**src/rtl/seq_pattern_sched.sv**
```systemverilog
// seq_pattern_sched: round-robin arbiter sharing one MSB-first serial pattern generator among N_REQ requesters.
// Define SEQ_SCHED_ABORT_EN to add the abort input and aborted flag.
module seq_pattern_sched #(
  parameter int N_REQ = 4,
  parameter int W = 8,
  parameter int LW = 4,
  parameter int RW = 4
) (
  input  logic               clk,
  input  logic               rst,
  input  logic [N_REQ-1:0]   req,
  input  logic [N_REQ*W-1:0] pat,
  input  logic [N_REQ*LW-1:0] len,
  input  logic [N_REQ*RW-1:0] rep,
  output logic [N_REQ-1:0]   grant,
  output logic               out,
  output logic               out_valid,
  output logic               done,
  output logic               busy
`ifdef SEQ_SCHED_ABORT_EN
  ,
  input  logic               abort,
  output logic               aborted
`endif
);
  localparam int PW = (N_REQ > 1) ? $clog2(N_REQ) : 1;
  typedef enum logic [1:0] {IDLE, LOAD, RUN, DONE} state_t;
  state_t r_state, w_next;
  logic [PW-1:0] r_ptr, r_idx, w_win_idx;
  logic w_found, w_abort, w_last;
  logic [W-1:0] r_pat, r_sr, w_gpat;
  logic [LW-1:0] r_len, r_cnt, w_lraw, w_glen;
  logic [RW-1:0] r_rep, r_pass, w_grep;

  assign out = r_sr[W-1];
  assign w_gpat = pat[int'(r_idx)*W +: W];
  assign w_lraw = len[int'(r_idx)*LW +: LW];
  assign w_glen = (w_lraw == '0 || int'(w_lraw) > W) ? LW'(W) : w_lraw;
  assign w_grep = rep[int'(r_idx)*RW +: RW];
  assign w_last = r_cnt == r_len - LW'(1);

`ifdef SEQ_SCHED_ABORT_EN
  assign w_abort = abort;
  always_ff @(posedge clk)
    aborted <= !rst && r_state == RUN && abort;
`else
  assign w_abort = 1'b0;
`endif

  always_comb begin
    w_found = 1'b0;
    w_win_idx = '0;
    for (int k = 0; k < N_REQ; k++)
      if (!w_found && req[PW'((int'(r_ptr) + k) % N_REQ)]) begin
        w_found = 1'b1;
        w_win_idx = PW'((int'(r_ptr) + k) % N_REQ);
      end
  end

  always_comb begin
    w_next = r_state;
    case (r_state)
      IDLE:    w_next = w_found ? LOAD : IDLE;
      LOAD:    w_next = RUN;
      RUN:     w_next = (w_abort || (w_last && r_pass == r_rep)) ? DONE : RUN;
      default: w_next = IDLE;
    endcase
  end

  always_ff @(posedge clk)
    r_state <= rst ? IDLE : w_next;

  always_ff @(posedge clk) begin
    if (rst) begin
      r_ptr     <= '0;
      r_idx     <= '0;
      grant     <= '0;
      r_pat     <= '0;
      r_sr      <= '0;
      r_len     <= '0;
      r_cnt     <= '0;
      r_rep     <= '0;
      r_pass    <= '0;
      out_valid <= 1'b0;
      done      <= 1'b0;
      busy      <= 1'b0;
    end else begin
      out_valid <= w_next == RUN;
      done      <= w_next == DONE;
      busy      <= w_next != IDLE;
      if (r_state == IDLE && w_found) begin
        grant <= N_REQ'(1) << w_win_idx;
        r_idx <= w_win_idx;
        r_ptr <= (w_win_idx == PW'(N_REQ - 1)) ? '0 : w_win_idx + 1'b1;
      end
      if (r_state == DONE)
        grant <= '0;
      if (r_state == LOAD) begin
        r_pat  <= w_gpat;
        r_sr   <= w_gpat;
        r_len  <= w_glen;
        r_rep  <= w_grep;
        r_cnt  <= '0;
        r_pass <= '0;
      end
      if (r_state == RUN) begin
        if (w_next == DONE)
          r_sr <= '0;
        else if (w_last) begin
          r_sr   <= r_pat;
          r_cnt  <= '0;
          r_pass <= r_pass + 1'b1;
        end else begin
          r_sr  <= r_sr << 1;
          r_cnt <= r_cnt + 1'b1;
        end
      end
    end
  end
endmodule

```
**config.mk**
```make
export PLATFORM = sky130hd
export DESIGN_NAME = seq_pattern_sched
export DESIGN_NICKNAME = d
export VERILOG_FILES = /design/src/rtl/seq_pattern_sched.sv
export SDC_FILE = /design/constraint.sdc
export NUM_CORES = 1
export LEC_CHECK = 0
export BUFFER_PORTS_ARGS = -buffer_cell sky130_fd_sc_hd__buf_2
export CORE_MARGIN = 2
export CORE_UTILIZATION = 52
export CTS_CLUSTER_SIZE = 20
export DETAILED_ROUTE_END_ITERATION = 10
export PLACE_DENSITY = 0.86
export SYNTH_ARGS = -nofsm -noshare
export SYNTH_HDL_FRONTEND = slang
export SYNTH_SLANG_ARGS = --single-unit
```
**constraint.sdc**
```tcl
create_clock -name clk -period 2.68 [get_ports clk]
set_input_delay 0.268 -clock clk [delete_from_list [all_inputs] [get_ports clk]]
set_output_delay 0.268 -clock clk [all_outputs]
set_load 0.02 [all_outputs]
```
# Word-level counts from Yosys, hierarchy flattened
# Index checks and enable logic that the tools add are counted.
# W data, S select, Z words.
# word_totals
word_cells	88
register_bits	45
in_bits	70
output_inout_bits	8
# op_classes
n_shift	4
eq_ne	8
magnitude_cmp	5
n_addsub	7
n_reduce_logical	14
mux	37
# ops
op	n
$mux W4	9
$mux W8	4
$shiftx A16 B5 Y4	2
$shiftx A32 B6 Y8	1
$lt A2 B4 Y1 const B	4
$mux W1	14
$eq A2 B2 Y1 const B	5
$mux W2	5
$add A4 B1 Y4 const B	2
$bmux W1 S2	4
$eq A4 B4 Y1	2
$pmux W2 S3	1
$logic_and A1 B1 Y1	5
$add A2 B1 Y2 const B	2
$add A2 B2 Y2 const B	2
$gt A4 B4 Y1 const B	1
$logic_not A4 Y1	1
$reduce_bool A2 Y1	2
$shl A1 B2 Y4 const A	1
$sub A4 B1 Y4 const B	1
$logic_not A1 Y1	3
$eq A2 B1 Y1 const B	1
$logic_not A2 Y1	1
$reduce_or A2 Y1	1
$logic_or A1 B1 Y1	1

# Longest topological paths before layout
# Gate-level depths: netlist of the first run.
# depth
word_depth	18
depth_mapped	8
depth_no_buf	7

# Least setup slack after synthesis of the first run
# No wires, ideal clock.
# synth_timing
path_type	reg-to-reg
start	reg r_len[0]
end	reg r_pass[2]
synth_period_minus_slack_ns	2.009
setup_slack_ns	0.671
stages_incl_launch_ff	8
path_buffers	0
arrival_time_ns	1.882
required_time_ns	2.553
path_cell_list	dfxtp_1 -> inv_1 -> ha_1 -> xnor2_1 -> nor3b_2 -> o2111ai_4 -> nor4bb_1 -> or3_1
# synth_between
elab_chain_cells	8
elab_cells_between_ends	9
# synth_lines
element	line	text
start: declaration	32	logic [LW-1:0] r_len, r_cnt, w_lraw, w_glen;
start signal: assignment	101	r_len <= w_glen;
$sub A4 B1 Y4 *	40	assign w_last = r_cnt == r_len - LW'(1);
$eq A4 B4 Y1 *	40	
$logic_and A1 B1 Y1	65	RUN: w_next = (w_abort || (w_last && r_pass == r_rep)) ? DONE : RUN;
$mux W1	65	
$pmux W2 S3	62	case (r_state)
$eq A2 B2 Y1	107	if (w_next == DONE)
$mux W4 *	107	
$mux W4 *	106	if (r_state == RUN) begin
end signal: assignment	112	r_pass <= r_pass + 1'b1;
end: declaration	33	logic [RW-1:0] r_rep, r_pass, w_grep;
# Every way passes the cells marked *; elsewhere a longest branch is shown, timed or not.
# A chain may end at the register's enable or synchronous reset.

# Worst setup path in the final report of the first run
# layout_timing
start	reg r_state[0]
end	reg r_sr[7]
# layout_between
elab_chain_cells	5
elab_cells_between_ends	8
# layout_lines
element	line	text
start: declaration	28	state_t r_state, w_next;
start signal: assignment	71	r_state <= rst ? IDLE : w_next;
$eq A2 B2 Y1, or another cell as far along	62	
$pmux W2 S3 *	62	
net w_next[1]	28	
$eq A2 B2 Y1 *	107	
$mux W8 *	107	
$mux W8 *	106	
end signal: assignment	100	r_sr <= w_gpat;
end signal: assignment	110	r_sr <= r_pat;
end signal: assignment	114	r_sr <= r_sr << 1;
end: declaration	31	logic [W-1:0] r_pat, r_sr, w_gpat;
# The timed path passes the listed nets; every way through them passes the cells marked *.

==> results of run 1 <==
per-layer routing:
metal,wire length [um],vias to the layer above
li1,-,1091
met1,2540,1086
met2,3240,80
met3,308,16
met4,136,0
met5,0,-
cells in the final DEF, fill, tap and decap left out, types with 2 or more instances in the layout:
cell type and instances:
nor2b_1 10, nor3_1 8, dfxtp_1 45, o21ai_0 4, inv_1 11, nor4b_1 2
and2_1 4, a21oi_1 20, o22ai_1 9, xor2_1 6, clkbuf_8 6, nand2_1 13
xnor2_1 3, ha_1 12, or3_1 2, nand3_1 3, nor2_1 23, mux2i_1 25
buf_2 77, nand2b_1 7, o41a_1 2, buf_4 6, nand3b_1 2, mux4_2 16
cells by family after synthesis:
family	Yosys count	share of synthesized area
flops	45	0.344
simple gates	82	0.165
buf+inv	27	0.0416
xor+xnor	10	0.0387
fa+ha+maj	12	0.0574
mux	41	0.233
compound gates	45	0.120
worst paths after layout:
kind | startpoint | endpoint | cells after the start
max reg2reg | r_state[0]$_SDFF_PP0_ | r_sr[7]$_SDFFE_PP0P_ | 7
max | r_state[0]$_SDFF_PP0_ | r_sr[7]$_SDFFE_PP0P_ | 7
min | rst | r_len[2]$_SDFFE_PP0P_ | 2
min reg2reg | r_ptr[0]$_SDFFE_PP0N_ | r_ptr[0]$_SDFFE_PP0N_ | 2
layout make-up:
type / count / share of cell area
clock inverters: 2 / 0.0118
clock buffers: 6 / 0.0259
inverters: 11 / 0.0130
repair buffers: 83 / 0.135
flip-flops and latches: 45 / 0.283
well taps: 67 / 0.0263
multi-input cells: 190 / 0.505
registers in the layout, summed over array words and instances (netlist names):
name,flops
r_ptr,2
r_pat,8
r_pass,4
r_rep,4
r_state,2
r_sr,8
busy,1
out_valid,1
grant,4
r_idx,2
r_len,4
done,1
r_cnt,4
worst register-to-register path, cell delays in order, from the launching register on:
cell and delay (ns):
dfxtp_1 0.39, inv_1 0.10, ha_1 0.54, nand2b_1 0.23
nor3_1 0.23, a41oi_1 0.20, nand3_1 0.37, o22ai_1 0.15
power by group through the flow:
stage / registers [uW] / clock network (uW) / logic [uW]
6_report: 900 / 539 / 980
3_5_place_dp: 913 / 0 / 969
4_1_cts: 899 / 547 / 978
3_3_place_gp: 907 / 0 / 927
2_1_floorplan: 915 / 0 / 701
5_1_grt: 916 / 572 / 1060
through the flow:
stage,hold WS (ns),utilization,cells,total power (uW),setup WS (ns)
final,0.399,0.665,404,2420,0.346
after global routing,0.411,0.665,404,2550,0.192
after CTS,0.392,0.665,404,2420,0.406
after detailed placement,0.484,0.640,396,1880,0.426
after global placement,0.463,0.640,396,1830,0.556
after floorplan,0.445,-,262,1620,0.671
==> results.sh, run 1 <==
export IMPL_period_minus_slack_ns=2.33
export IMPL_synth_area_sq_mm=0.00262
export IMPL_clock_skew_final_ns=0.00360
export IMPL_p_sw_frac=0.357
export IMPL_antenna_found_initial=0
export IMPL_synth_top_area_frac=0.344
export IMPL_die_height_um=75.0
export IMPL_drt_wl_total_um=6220
export IMPL_ys_seq_elements=45
export IMPL_cellLeakagePower_uw=0.00135
export IMPL_worstMarginPinSlew_ns=0.682
export IMPL_hpwl_um=4810
export IMPL_htreeDepth=2
export IMPL_cp_data_required_time_ns=2.85
export IMPL_path_clk_slew_ns=0.08
export IMPL_cp_num_buf_inv=1
export IMPL_cp_slowest_cell="ha_1"
export IMPL_io_pins=78
export IMPL_ys_warn_count=0
export IMPL_pwr_share_comb=0.405
export IMPL_synth_edf_count=0
export IMPL_seq_power_share=0.372
export IMPL_drive_gt1_frac=0.335
export IMPL_maxCapViolations=0
export IMPL_use_met3=0.0522
export IMPL_antenna_left=0
export IMPL_avgRoutedWirePerCell_um=15.4
export IMPL_hp_class="in2reg"
export IMPL_cts_sinks=45
export IMPL_finalInstanceArea_sq_mm=0.00318
export IMPL_insertedDiodeCount=0
export IMPL_placed_area_sq_mm=0.00306
export IMPL_ir_drop_mv=0.414
export IMPL_grt_use_met1=0.298
export IMPL_drv_slew=0
export IMPL_viasPerCell=5.63
export IMPL_max_freq_mhz=428
export IMPL_synthMostInstantiatedCell="dfxtp_1"
export IMPL_arrival_ns=2.51
export IMPL_synth_cell_types=43
export IMPL_switching_power_uw=864
export IMPL_initial_utilization=0.547
export IMPL_ctsHoldBuffers=0
export IMPL_max_stage_delay_ns=0.54
export IMPL_rrSetupSlack_ns=0.35
export IMPL_hold_violations=0
export IMPL_die_area_sq_mm=0.00562
export IMPL_cts_tree="built"
export IMPL_drc_errors=0
export IMPL_grt_met2_usage=0.412
export IMPL_track_usage=0.239
export IMPL_status="finished, final reports clean"
export IMPL_port_buffers=77
export IMPL_grt_max_degree=24
export IMPL_critPathTopFamily="simple AND/OR/NAND/NOR gates"
export IMPL_nFillCells=359
export IMPL_rsz0062_at_grt="false"
export IMPL_p_int_uw=1560
export IMPL_async_flop_share=0
export IMPL_cts_root_buf="clkbuf_8"
export IMPL_timing_slew_headroom=0.545
export IMPL_synthCells=262
export IMPL_period_share=0.871
export IMPL_core_area_sq_mm=0.00479
export IMPL_worst_setup_path_type="reg2reg"
export IMPL_powerDensity_mw_per_mm2=760
export IMPL_regArea_sq_um=901
export IMPL_grt_pass1_wl_um=10300
export IMPL_setup_viol=0
export IMPL_syn_to_final_growth_pct=21.7
export IMPL_rows=25
export IMPL_drt_first_pass_iters=4
export IMPL_synthFlopType="dfxtp_1"
export IMPL_clock_latency_ns=0.30
export IMPL_seq_area_frac_synth=0.344
export IMPL_post_cts_setup_buffer_count=0
export IMPL_place_gp_congestion=0.872
export IMPL_path_max_fanout=12
export IMPL_cts_resized=0
export IMPL_synthTopCellsByArea="dfxtp_1 34%, mux4_2 14%, mux2i_1 9.6%, ha_1 5.7%, a21oi_1 3.8%"
export IMPL_via_count=2273
export IMPL_post_synth_cell_area_avg_sq_um=9.99
export IMPL_dieWidth_um=75.0
export IMPL_syn_num_nets=344
export IMPL_start_kind="flip-flop"
export IMPL_yosysTopAreaCell="dfxtp_1"
export IMPL_nNetsFinal=418
export IMPL_grt_busiest_layer="met2"
export IMPL_synthTopCellsByCount="45 x dfxtp_1, 25 x mux2i_1, 23 x nor2_1"
export IMPL_grt_pass1_vias=2291
export IMPL_drt_iter0_drc=107
export IMPL_numCtsBuffers=5
export IMPL_finalSetupTns_ns=0
export IMPL_cp_end_kind="flip-flop"
export IMPL_multi_input_area_sq_mm=0.00161
export IMPL_grt_ovfl_total=0
export IMPL_clockBufferDepth=2
export IMPL_crit_chain="inv_1 -> ha_1 -> nand2b_1 -> nor3_1 -> a41oi_1 -> nand3_1 -> o22ai_1"
export IMPL_clockPowerShare=0.223
Note: power is estimated with default switching activity, not from simulation.
==> inputs of run 2 (changes only) <==
--- a/config.mk
+++ b/config.mk
@@ -7,10 +7,10 @@
 export LEC_CHECK = 0
 export BUFFER_PORTS_ARGS = -buffer_cell sky130_fd_sc_hd__buf_2
 export CORE_MARGIN = 2
-export CORE_UTILIZATION = 52
+export CORE_UTILIZATION = 35
 export CTS_CLUSTER_SIZE = 20
 export DETAILED_ROUTE_END_ITERATION = 10
-export PLACE_DENSITY = 0.86
+export PLACE_DENSITY = 0.66
 export SYNTH_ARGS = -nofsm -noshare
 export SYNTH_HDL_FRONTEND = slang
 export SYNTH_SLANG_ARGS = --single-unit
==> constraint.sdc (replaced) <==
create_clock -name clk -period 2.05 [get_ports clk]
set_input_delay 0.205 -clock clk [delete_from_list [all_inputs] [get_ports clk]]
set_output_delay 0.205 -clock clk [all_outputs]
set_load 0.02 [all_outputs]
==> run 2 against run 1 <==
Against the previous run:
- final cell count rose by 10%
- utilization fell by 21 points
- worst hold slack got worse by 0.12 ns
- critical endpoint is now r_pass[2]$_SDFF_PP0_
- first-iteration DRC count rose by 32%
- critical path depth did not move
==> results.sh, run 2 (synthesized netlist as in run 1, its figures left out) <==
export IMPL_initial_utilization=0.361
export IMPL_drc_errors=0
export IMPL_drt_iter0_drc=141
export IMPL_drv_slew=0
export IMPL_powerDensity_mw_per_mm2=922
export IMPL_avgRoutedWirePerCell_um=13.8
export IMPL_hpwl_um=4810
export IMPL_cts_root_buf="clkbuf_8"
export IMPL_grt_max_degree=19
export IMPL_worst_setup_path_type="reg2reg"
export IMPL_grt_pass1_wl_um=10300
export IMPL_timing_slew_headroom=0.620
export IMPL_drt_wl_total_um=6140
export IMPL_path_clk_slew_ns=0.08
export IMPL_grt_pass1_vias=2186
export IMPL_status="finished, final reports clean"
export IMPL_reg_top3="r_pat (8), r_sr (8)"
export IMPL_core_area_sq_mm=0.00725
export IMPL_clock_skew_final_ns=0.0113
export IMPL_antenna_left=0
export IMPL_cts_sinks=45
export IMPL_htreeDepth=2
export IMPL_clockPowerShare=0.165
export IMPL_dieWidth_um=90.5
export IMPL_clockBufferDepth=2
export IMPL_setup_viol=0
export IMPL_p_int_uw=1940
export IMPL_cp_data_required_time_ns=2.23
export IMPL_maxCapViolations=0
export IMPL_cts_tree="built"
export IMPL_place_gp_congestion=0.900
export IMPL_cp_end_kind="flip-flop"
export IMPL_grt_ovfl_total=0
export IMPL_track_usage=0.153
export IMPL_via_count=2268
export IMPL_switching_power_uw=1120
export IMPL_ctsHoldBuffers=0
export IMPL_antenna_found_initial=0
export IMPL_syn_to_final_growth_pct=26.8
export IMPL_insertedDiodeCount=0
export IMPL_mostFrequentLayoutCell="buf_2"
export IMPL_whs_ns=0.281
export IMPL_rows=31
export IMPL_port_buffers=77
export IMPL_viasPerCell=5.09
export IMPL_max_freq_mhz=500
export IMPL_worstMarginPinSlew_ns=0.566
export IMPL_path_max_fanout=3
export IMPL_nNetsFinal=430
export IMPL_die_area_sq_mm=0.00819
export IMPL_hp_class="in2reg"
export IMPL_drt_first_pass_iters=4
export IMPL_pwr_share_comb=0.451
export IMPL_final_cell_mix="77 x buf_2, 44 x dfxtp_1, 25 x mux2i_1"
export IMPL_ff2ff_path_depth=7
export IMPL_numCtsBuffers=5
export IMPL_cellLeakagePower_uw=0.00142
export IMPL_start_kind="flip-flop"
export IMPL_ir_drop_mv=0.305
export IMPL_period_minus_slack_ns=2.00
export IMPL_hold_path_depth=2
export IMPL_p_sw_frac=0.366
export IMPL_finalSetupTns_ns=0
export IMPL_seq_power_share=0.385
export IMPL_hold_violations=0
export IMPL_die_height_um=90.5
export IMPL_period_share=0.975
export IMPL_io_pins=78
export IMPL_clock_latency_ns=0.30
export IMPL_drive_gt1_frac=0.372
export IMPL_rrSetupSlack_ns=0.05
export IMPL_arrival_ns=2.17
-- run 2: metal layers --
| layer | up-vias | GRT usage | share of wire |
|---|---|---|---|
| met5 | - | 0 | 0 |
| met4 | 0 | 0.0667 | 0.016 |
| met3 | 7 | 0.0259 | 0.041 |
| met2 | 61 | 0.251 | 0.50 |
| met1 | 1081 | 0.198 | 0.44 |
| li1 | 1119 | - | - |
-- run 2: power by group through the flow --
stage               Sequential, uW  Clock [uW]  Combinational [uW]
floorplan                     1200           0                 917
global placement              1190           0                1310
detailed placement            1200           0                1330
CTS                           1180         520                1340
global route                  1200         558                1520
finish                        1180         505                1380
-- run 2: timing repair --
action                     4_1_cts  5_1_grt
buffers inserted                 0        1
hold endpoints to repair         0        0
gates resized for setup          0        8
setup endpoints to repair        0       13
-- run 2: path summary, 6_finish.rpt --
path,start,endpoint
hold reg to reg,r_len[1]$_SDFFE_PP0P_,r_len[1]$_SDFFE_PP0P_
setup / recovery,r_len[0]$_SDFFE_PP0P_,r_pass[2]$_SDFF_PP0_
setup reg to reg,r_len[0]$_SDFFE_PP0P_,r_pass[2]$_SDFF_PP0_
hold / removal,rst,r_pass[1]$_SDFF_PP0_
-- run 2: final cells by class --
class                   count  area, sq um
fillers                   683         3930
clock buffers               5         68.8
well taps                  99          124
clock inverters             1         5.00
repair buffers             95          537
flip-flops and latches     45          902
inverters                  11         41.3
multi-input cells         190         1640
-- run 2: critical path, stage by stage, from the launching register on --
cell and delay, ns:
dfxtp_1 0.33, inv_1 0.04, ha_1 0.32, xnor2_2 0.18, nor3b_4 0.28, o2111ai_4 0.15, nor4bb_1 0.18, or3_1 0.40
-- run 2: metrics by stage --
stage | instance area (sq um) | std cells | util | worst slack (ns) | total power [uW]
global route | 3320 | 446 | 0.458 | -0.0552 | 3290
detailed placement | 3200 | 439 | 0.441 | 0.0350 | 2530
global placement | 3200 | 439 | 0.441 | 0.124 | 2500
floorplan | 2620 | 262 | - | 0.0405 | 2110
finish | 3320 | 446 | 0.458 | 0.0510 | 3060
CTS | 3270 | 445 | 0.451 | 0.0512 | 3040
